### src/rtl/skolem_urem_uge_witness_checker_pkg.sv
// Shared types and the invertibility-condition helper for the urem/uge witness checker.
// The bench reuses the same helper as its reference for IC.
package skolem_urem_uge_witness_checker_pkg;

    localparam int W_DEF     = 4;
    localparam int CNT_W_DEF = 16;

    typedef enum logic [1:0] {
        IDLE = 2'd0,
        DIV  = 2'd1,
        CMP  = 2'd2,
        DONE = 2'd3
    } state_e;

    // A solution x with (x urem s) >=u t exists iff t <=u ~(-s).
    function automatic logic ic_urem_uge(input logic [W_DEF-1:0] s, input logic [W_DEF-1:0] t);
        logic [W_DEF-1:0] neg_s;
        logic [W_DEF-1:0] inv_neg_s;
        neg_s     = ~s + W_DEF'(1);
        inv_neg_s = ~neg_s;
        return (t <= inv_neg_s);
    endfunction

endpackage

### src/rtl/skolem_urem_uge_witness_checker_div.sv
// Bit-serial restoring divider: loads on start, then W MSB-first steps yield x urem s.
// done marks the cycle whose closing edge performs the final step.
module urem_serial_div
    import skolem_urem_uge_witness_checker_pkg::*;
#(
    parameter int W = W_DEF
) (
    input  logic         clk,
    input  logic         rst,
    input  logic         start,
    input  logic [W-1:0] s,
    input  logic [W-1:0] x,
    output logic         done,
    output logic [W-1:0] rem
);

    localparam int CNT_BITS = (W > 1) ? $clog2(W) : 1;
    localparam logic [CNT_BITS-1:0] LAST_STEP = CNT_BITS'(W - 1);

    logic [W:0]          r_q, r_d;
    logic [W-1:0]        xs_q, xs_d;
    logic [W-1:0]        x_q, x_d;
    logic [W-1:0]        s_q, s_d;
    logic [CNT_BITS-1:0] cnt_q, cnt_d;
    logic                busy_q, busy_d;
    logic [W:0]          r_shift_s;
    logic [W:0]          r_sub_s;
    logic                done_s;

    // One restoring step per busy cycle; start reloads all state.
    always_comb begin
        r_d       = r_q;
        xs_d      = xs_q;
        x_d       = x_q;
        s_d       = s_q;
        cnt_d     = cnt_q;
        busy_d    = busy_q;
        done_s    = 1'b0;
        r_shift_s = {r_q[W-1:0], xs_q[W-1]};
        r_sub_s   = r_shift_s - {1'b0, s_q};
        if (start) begin
            r_d    = '0;
            xs_d   = x;
            x_d    = x;
            s_d    = s;
            cnt_d  = '0;
            busy_d = 1'b1;
        end else if (busy_q) begin
            r_d   = (r_shift_s >= {1'b0, s_q}) ? r_sub_s : r_shift_s;
            xs_d  = {xs_q[W-2:0], 1'b0};
            cnt_d = cnt_q + CNT_BITS'(1);
            if (cnt_q == LAST_STEP) begin
                busy_d = 1'b0;
                done_s = 1'b1;
            end else begin
                busy_d = 1'b1;
            end
        end else begin
            busy_d = 1'b0;
        end
    end

    // Divider state registers.
    always_ff @(posedge clk or posedge rst) begin
        if (rst) begin
            r_q    <= '0;
            xs_q   <= '0;
            x_q    <= '0;
            s_q    <= '0;
            cnt_q  <= '0;
            busy_q <= 1'b0;
        end else begin
            r_q    <= r_d;
            xs_q   <= xs_d;
            x_q    <= x_d;
            s_q    <= s_d;
            cnt_q  <= cnt_d;
            busy_q <= busy_d;
        end
    end

    assign done = done_s;
    // x urem 0 is x; the iteration would also produce it, but the override makes it explicit.
    assign rem  = (s_q == '0) ? x_q : r_q[W-1:0];

endmodule

### config.mk
export PLATFORM = sky130hd
export DESIGN_NAME = urem_serial_div
export DESIGN_NICKNAME = d
export VERILOG_FILES = /design/src/rtl/skolem_urem_uge_witness_checker_pkg.sv /design/src/rtl/skolem_urem_uge_witness_checker_div.sv
export SDC_FILE = /design/constraint.sdc
export NUM_CORES = 1
export LEC_CHECK = 0
export ABC_AREA = 1
export CAP_MARGIN = 20
export CORE_MARGIN = 5
export CORE_UTILIZATION = 41
export CTS_CLUSTER_SIZE = 20
export DETAILED_ROUTE_END_ITERATION = 16
export MAX_ROUTING_LAYER = met4
export SLEW_MARGIN = 40
export SYNTH_ARGS = -nofsm -noshare
export SYNTH_HDL_FRONTEND = slang
export SYNTH_SLANG_ARGS = --single-unit
### constraint.sdc
create_clock -name clk -period 3.5 [get_ports clk]
set_input_delay 0.7 -clock clk [delete_from_list [all_inputs] [get_ports clk]]
set_output_delay 0.7 -clock clk [all_outputs]
set_load 0.01 [all_outputs]
* Word level (Yosys, flattened, before mapping)
Cells that the tools add are included.
** Storage, ports and cells
- Memories kept :: 0
- Bits in writable memories :: 0
- Memory bits (read-only) :: 0
- Word-level logic and storage cells :: 26
- Latch bits :: 0
- Input bits :: 11
- Register bits after elaboration :: 19
** Cells by class
- Reduce and logical (&&, ||, !) cells :: 2
- Multipliers :: 0
- Order comparisons :: 1
- Bitwise logic cells :: 0
- Add/sub/neg operators :: 2
- Equality and inequality tests :: 1
- Divide/modulo/power cells :: 0
- Mux-type cells :: 14
- Shift operators :: 0
** Operator list (count)
- 4-bit two-way mux :: 6
- 1-bit two-way mux :: 6
- 5-bit by 4-bit >= comparator with 1-bit output :: 1
- 4-bit logical NOT :: 1
- 2-bit two-way mux :: 2
- 4-bit subtractor :: 1
- 2-bit by 1-bit adder with 2-bit output (second input constant) :: 1
- 2-bit equality test (second input constant) :: 1
- 2-bit nonzero test :: 1

* Longest topological paths before layout
Gate-level depths: netlist (run 1).
- Word-level depth :: 4
- Gate-level depth with buffers :: 11

* Worst setup path after synthesis (run 1)
OpenSTA, ideal clock, no wires.
- Kind :: input port to output port
- Start point :: input start
- End point :: output done
- Data arrival time :: 1.209 ns
- Cell stages on the path :: 3
- Required time :: 2.800 ns
- Slack :: 1.591 ns
- Path through :: buf_2 -> buf_2 -> nor2_1
** Between the ends
- Cells in the longest elaborated chain, start to end :: 1
** RTL lines
- from (decl) :: line skolem_urem_uge_witness_checker_div.sv:10 : input logic start,
- 1-bit two-way mux :: line skolem_urem_uge_witness_checker_div.sv:41 : if (start) begin
- to (decl) :: line skolem_urem_uge_witness_checker_div.sv:13 : output logic done,
Every way passes these cells.

* Worst setup path in the final report (run 1)
Ends and elaborated chain as after synthesis.

==> results of run 1 <==
[cells in the final DEF (no fill, tap or decap)]
cell type	count
a21oi_1	1
clkbuf_1	1
fa_1	1
clkinv_1	2
nand2_4	2
clkdlybuf4s50_1	15
o21ai_0	13
o211ai_1	3
inv_2	2
a21oi_2	1
nand4_1	1
inv_1	17
nor2_1	1
ha_1	5
buf_4	1
a22o_1	1
nand3_1	10
nor2_4	2
clkbuf_4	3
dfrtp_1	19
xor2_1	1
nand2_2	3
nand2_1	36
[metrics by stage]
step	instance area [um2]	std cells	hold WS, ns
floorplan	1020	123	0.442
global placement	1210	167	0.462
detailed placement	1210	167	0.486
CTS	1240	171	0.512
global route	1240	171	0.553
finish	1240	171	0.506
[layout make-up]
class	instances	area [um2]	area share, %
Sequential cell	19	475	38.5
Multi-Input combinational cell	81	460	37.2
Tap cell	30	37.5	3.04
Inverter	21	78.8	6.38
Clock buffer	4	26.3	2.13
Timing Repair Buffer	16	158	12.8
[sequential cells by signal (all words and copies together) (netlist names)]
| name | cells |
|---|---|
| busy_q | 1 |
| cnt_q | 2 |
| r_q | 4 |
| s_q | 4 |
| x_q | 4 |
| xs_q | 4 |
[power breakdown]
group          switching (mW)  internal, mW  total [mW]  leakage [nW]
Sequential             0.0291         0.255       0.284         0.234
Combinational           0.175         0.140       0.315         0.362
Clock                  0.0660        0.0444       0.110        0.0150
Total                   0.270         0.440       0.710         0.611
[how the worst max path moves through the flow]
| stage | endpoint | slack (ns) | start | cells past startpoint |
|---|---|---|---|---|
| after floorplan | done | 1.59 | start | 3 |
| after global placement | done | 0.86 | start | 4 |
| after detailed placement | done | 0.82 | start | 4 |
| after CTS | done | 0.82 | start | 4 |
| after global routing | rem[1] | 0.75 | s_q[1]$_DFFE_PP0P_ | 4 |
| final | done | 0.83 | start | 4 |
[synth_stat cells]
cell and count:
nand2_1 36, dfrtp_1 19, inv_1 18, o21ai_0 13, nand3_1 10, ha_1 5, nand2_2 3, o211ai_1 3
buf_2 2, inv_2 2, nand2_4 2, nor2_4 2, a21oi_1 1, a21oi_2 1, a22o_1 1, clkinv_1 1
fa_1 1, nand4_1 1, nor2_1 1, xor2_1 1
[routing by layer]
metal / global-route usage [%] / wire [um] / vias up
met4: 6.65 / 18 / 0
met3: 2.38 / 33 / 2
li1: - / - / 424
met2: 20.7 / 1000 / 9
met5: - / 0 / -
met1: 16.7 / 913 / 379
[critical path, cell delays in order]
cell and delay, ns:
clkdlybuf4s50_1 0.39, buf_4 0.20, nor2_1 0.13, clkdlybuf4s50_1 0.55
[logic make-up (layout without fill, tap and decap cells)]
kind of cell,count (synthesis),after routing,share of synthesized area [%]
compound gates,19,19,10.7
xor+xnor,1,1,0.855
fa+ha+maj,6,6,8.06
buf+inv,23,41,8.67
flops,19,19,46.4
simple gates,55,55,25.3
==> results.md, run 1 <==
Status:
- The run finished with clean final reports.

Clocking:
- The clock-pin slew reported for the worst setup and hold paths after clock tree synthesis is 0.10 ns.
- Clock latency on the worst-skew pair, taken at its later pin, is approximately 0.30 ns.
- Post-CTS repair changed the size of 0 cells.
- TritonCTS built the clock tree.
- Counting every sink on the clock net gives 19.
- The number of setup buffers added after CTS is 0.
- The longest clock path from root to sink contains 2 buffers.
- The cell sitting at the root of the clock tree is a clkbuf_4.
- CTS built an H-tree with a depth of 1.
- The number of clock buffers added by TritonCTS is 3.
- The hold-fix buffer count after cts is 0.

Worst setup path:
- The reg-to-reg critical path startpoint is r_q[1]$_DFFE_PP0P_.
- The required time at the worst-slack endpoint is ~2.8 ns.
- The number of cells on the worst reg-to-reg path is 7.
- The critical path arrival is ~2 ns.
- The endpoint of the worst-slack reg-to-reg timing path is r_q[0]$_DFFE_PP0P_.
- The critical-path maximum fanout is 19.
- The setup path with the least slack is of type input pin to output port.
- STA classifies the critical path startpoint as an input pin.
- The category of the worst setup path capture point is an output port.
- The worst setup slack for register-to-register paths is 1.99 ns.

Die:
- The initial utilization of the core area, before any placement, comes to 42.1%.
- The floorplan has 18 rows.
- From left edge to right edge, the die measures between 50 and 60 um.
- The die covers roughly 0.0036 mm2.
- The total area inside the core boundary comes to around 0.0024 mm2.
- During I/O placement, the number of pins put on the boundary was 16.
- The vertical die dimension is about 60 um.

Yosys:
- After synthesis, the cell types taking the most area are dfrtp_1 46%, nand2_1 13%, inv_1 6.6%.
- The number of instances in the synthesized netlist is ~120.
- The total of flip-flops plus latches after synthesis is 19.
- During synthesis, Yosys emitted a total of 0 warnings.
- The synthesized cell area is between 0.001 and 0.0015 mm2.
- The synthesized design spends more area on one cell type than any other, namely dfrtp_1.
- The number of different library cells used by synthesis comes to 20.
- Synthesis produced a netlist with a net count of 140.
- Sequential elements use between 40% and 50% of the synthesized area.
- Summed over its instances, the top area cell type makes up 46.4% of the synthesized netlist area.
- Dividing the synthesized area by the synthesized cell count gives 8.33 um2.

Placement:
- Port buffering added 15 buffers.
- The setup slack after placement is 0.817 ns.
- The sum of net half-perimeters after detailed placement is ~1.6 mm.
- The global placement routability congestion is roughly 0.77.

Min path:
- The cell count of the worst hold path is 1.
- The endpoint with the worst hold slack is cnt_q[0]$_DFFE_PP0P_.
- The startpoint identified for the worst hold timing path is cnt_q[0]$_DFFE_PP0P_.
- The min-delay analysis places its worst path in the category register to register.

STA:
- At the pin with the least slew margin, the transition time is slightly below 0.7 ns.
- The total count of max-transition violations in the final report is 0.
- The normalized max-slew margin is 54.9%.
- The accumulated negative setup slack is 0 ns.
- Setup violations remaining at the end of the flow were counted as 0.
- Setup repair after global routing left no endpoint under its margin.
- The number of hold violations in the final report is 0.
- Static timing analysis puts the maximum clock frequency at around 370 MHz.
- Across all setup checks in the final design, the least slack found is between 0.8 and 0.9 ns.
- The post-route clock period utilization is between 70 and 80%.
- Across the routed clock network, the largest skew measured is roughly 0.0063 ns.
- Counting I/O delays and the setup requirement, the final critical path takes 2.67 ns.

Final layout:
- The number of filler cells placed in the layout is between 200 and 300.
- The post-route netlist has between 9 and 10% of its cells at a drive strength greater than 1.
- From synthesis to final layout, the design area changed by 20.6%.
- The net count of the finished layout is 159.
- For this run, the share of the core covered by cells in the final layout is 50.8%.
- 0 antenna diodes ended up in the layout.

Drt:
- After detailed routing, the number of vias per cell comes to between 4 and 5.
- After detailed routing, the total wire length is just under 2 mm.
- For this run, the detailed router's first-pass iteration total came to 4.
- The final routed DRC violation total is 0.
- Summing over every cut layer, the via total after detailed routing is 814.
- The mean routed wirelength per cell is between 10 and 15 um.
- The starting DRC count in detailed routing is 13.
- The count of nets left with antenna violations once routing finished came out at 0.

Pwr:
- After layout, the design draws a total of roughly 700 uW.
- For this design the static power due to leakage is between 0.6 and 0.7 nW.
- The total power divided by cell area is approximately 570 mW/mm2.
- IR analysis of the VDD net gives a maximum drop of roughly 0.27 mV.

Global route:
- The initial antenna violation count came to 0.
- Entering global routing, the biggest net connects 20 pins.
- For this run, the total global-route usage over all layers was measured as 13.4%.
- The via count of the first global-routing pass was about 800.
- The first global-routing pass estimated 3.43 mm of wire.
- The sum of overflow across all layers after global routing is 0.

Job:
- The max-cap check violation count is 0.
Note: power is estimated with default switching activity, not from simulation.
==> run 2, diff against run 1 <==
PLACE_DENSITY = 0.66   (was default)
clock period = 2.45 ns   (was 3.5 ns; I/O delays follow)
==> run 2 against run 1 <==
  * First-iteration DRC count rose by 100%
  * Power rose by 43%
  * Global-route usage shrank 0.25 points
  * Critical endpoint is now rem[1]
==> results.md, run 2 (synthesis gave the netlist of run 1 again) <==
Pwr:
- The total power of the final layout came to 1.02 mW (+43%).
- The total power divided by cell area is 815 mW/mm2 (+42%).
- The maximum ir drop on the vdd rail is 0.433 mV (+60%).
- The static leakage power is 0.647 nW (+6.0%).

Placement:
- The sum of net half-perimeters after detailed placement is 1.59 mm (+2.4%).
- The global placement routability congestion is 0.788 (+2.9%).
- The count of input and output buffers is 15 (unchanged).
- The total instance count after detailed placement is 167 (unchanged).

Die:
- The core box area is 0.00243 mm2 (unchanged).
- The width of the die is 60.0 um (unchanged).
- The number of rows created at floorplan is 18 (unchanged).
- The vertical die dimension is 60.0 um (unchanged).
- The number of primary I/O pins is 16 (unchanged).
- The initial core utilization was 42.1% (unchanged).
- The die area came to 0.00360 mm2 (unchanged).

Global route:
- The all-layer global routing usage is 13.1% (-0.25 points).
- The maximum number of pins on one net before global-route repair came to 20 (unchanged).
- The sum of overflow across all layers after global routing is 0 (unchanged).
- The initial antenna violation count is 0 (unchanged).
- The via count of the first global-routing pass was 802 (+2.8%).
- The global-route wire length before repair was 3.44 mm (+0.20%).

Worst setup path:
- The endpoint of the worst-slack reg-to-reg timing path is r_q[3]$_DFFE_PP0P_.
- The delay of the slowest critical-path stage was 0.48 ns (-0.07 ns).
- The category of cells accounting for the largest share of critical-path delay is buffers and inverters.
- The length in cells of the worst reg-to-reg path is 7 (unchanged).
- The critical path arrival is 1.84 ns (-0.13 ns).
- The worst path buffer plus inverter count is 3 (unchanged).
- The worst register-to-register path begins at r_q[1]$_DFFE_PP0P_.
- The worst setup slack for register-to-register paths was 0.94 ns (-1.05 ns).
- STA classifies the critical path startpoint as a register.
- The required time at the worst-slack endpoint is 1.96 ns (-0.84 ns).
- Traced cell by cell, the critical path runs through inv_1 -> nand4_1 -> buf_4 -> nand2_1 -> o21ai_0 -> clkdlybuf4s50_1.
- The critical-path maximum fanout is 6 (-13).
- The critical path's slowest cell is clkdlybuf4s50_1.
- STA classifies the critical path endpoint as an output port.
- The category of the critical setup timing path is register to output port.

STA:
- For the finished layout, the period the worst path requires is roughly 2.3 ns.
- The post-route clock period utilization is 95.0%.
- The number of hold violations in the final report is 0 (unchanged).
- The highest achievable clock rate is 430 MHz.
- The normalized max-slew margin is 53.7% (-1.2 points).
- The slew at the pin closest to its max-slew limit was 0.693 ns (+0.0211 ns).
- The total count of max-transition violations in the final report is 0 (unchanged).
- The setup skew after layout is 0.00154 ns (-0.00480 ns).
- The final setup violation count is 0 (unchanged).

Clocking:
- TritonCTS built the clock tree.
- The total clock buffers created by CTS is 3 (unchanged).
- The count of clock tree sinks is 19 (unchanged).
- The buffer levels on the longest clock path came to 2 (unchanged).
- The H-tree depth is 1 (unchanged).
- Clock tree synthesis selected as its root buffer the cell clkbuf_4.
- The clock latency reported for the late side of the worst-skew pair is 0.30 ns (about the same).
- The clock-pin slew reported for the worst setup and hold paths after clock tree synthesis was 0.10 ns (about the same).

Min path:
- The cell count of the worst hold path is 1 (unchanged).
- The endpoint with the worst hold slack is cnt_q[0]$_DFFE_PP0P_.
- The class of the tightest hold or removal check is register to register.
- The worst hold path begins at cnt_q[0]$_DFFE_PP0P_.

Final layout:
- The final core utilization is 51.3% (+0.51 points).
- The proportion of layout cells with a drive suffix above 1 is 10.6% (+0.63 points).
- The number of filler cells placed in the layout was 230 (-11%).
- The register area is 475 um2 (unchanged).
- The net count of the finished layout came to 160 (+0.63%).
- The area added between synthesis and finish is 21.9%.
- The number of diodes added for antenna fixing came to 0 (unchanged).
- The area of the multi-input gates is 460 um2 (unchanged).
- The leading cell type in the layout, fill and taps excluded is nand2_1.
- The non-filler instance count after layout came to 172 (+0.58%).
- In the layout the commonest cells are 36 x nand2_1, 19 x dfrtp_1, 18 x inv_1, 13 x clkdlybuf4s50_1, 12 x o21ai_0.

Drt:
- The total wire length came to 1.99 mm (+1.4%).
- The number of antenna-violating nets in the routed design is 0 (unchanged).
- The total number of vias was 818 (+0.49%).
- The number of detailed-routing iterations run before antenna repair is 4 (unchanged).
- The via count normalized by instance count came to 4.76 (about the same).
- The mean routed wirelength per cell is 11.6 um (+0.78%).
- The starting DRC count in detailed routing was 26 (+13).
- The final routed DRC violation total is 0 (unchanged).

Status:
- The run finished with clean final reports.

Job:
- The max-cap check violation count is 0 (unchanged).
run 2: power by group:
group / internal (mW) / switching [mW] / total [mW]
Combinational: 0.199 / 0.252 / 0.451
Clock: 0.0635 / 0.0964 / 0.160
Sequential: 0.364 / 0.0430 / 0.407
run 2: what timing repair did:
item,4_1_cts,5_1_grt
gates resized for setup,0,3
hold buffers,0,0
endpoints found under the hold margin,0,0
setup endpoints to repair,0,4
setup buffers,0,1
run 2: metrics by stage:
| step | setup slack, ns | cell area [um2] | TNS, ns | hold WS [ns] |
|---|---|---|---|---|
| 2_1_floorplan | 0.961 | 1020 | 0 | 0.441 |
| 3_3_place_gp | 0.380 | 1210 | 0 | 0.464 |
| 3_5_place_dp | 0.373 | 1210 | 0 | 0.492 |
| 4_1_cts | 0.0318 | 1240 | 0 | 0.510 |
| 5_1_grt | -0.00711 | 1250 | -0.00711 | 0.555 |
| 6_report | 0.123 | 1250 | 0 | 0.511 |
run 2: layer usage:
| layer | GRT usage [%] | routed length [um] | part of all wire (%) | up-vias |
|---|---|---|---|---|
| li1 | - | - | - | 426 |
| met1 | 16.6 | 922 | 46 | 372 |
| met2 | 21.1 | 971 | 49 | 16 |
| met3 | 1.30 | 65 | 3.3 | 4 |
| met4 | 5.70 | 34 | 1.7 | 0 |
| met5 | - | 0 | 0 | - |
run 2: worst max-delay path by stage:
stage | to | depth (start not counted) | start | slack (ns)
floorplan | done | 3 | start | 0.96
global placement | done | 3 | start | 0.38
detailed placement | done | 3 | start | 0.37
CTS | rem[0] | 4 | s_q[1]$_DFFE_PP0P_ | 0.03
global route | rem[1] | 6 | s_q[1]$_DFFE_PP0P_ | -0.007
finish | rem[1] | 6 | s_q[1]$_DFFE_PP0P_ | 0.12
run 2: cell type report:
cell class / count / area share [%]
flip-flops and latches: 19 / 38.1
multi-input cells: 81 / 36.9
repair buffers: 17 / 13.6
inverters: 21 / 6.31
well taps: 30 / 3.01
clock buffers: 4 / 2.10
run 2: worst reg2reg max path, delay by kind of cell (launching register included):
family,cells,cell delay [ns]
AOI/OAI and AO/OA,1,0.20
and+or+nand+nor,5,0.41
adders and majority gates,1,0.37
DFF,1,0.43
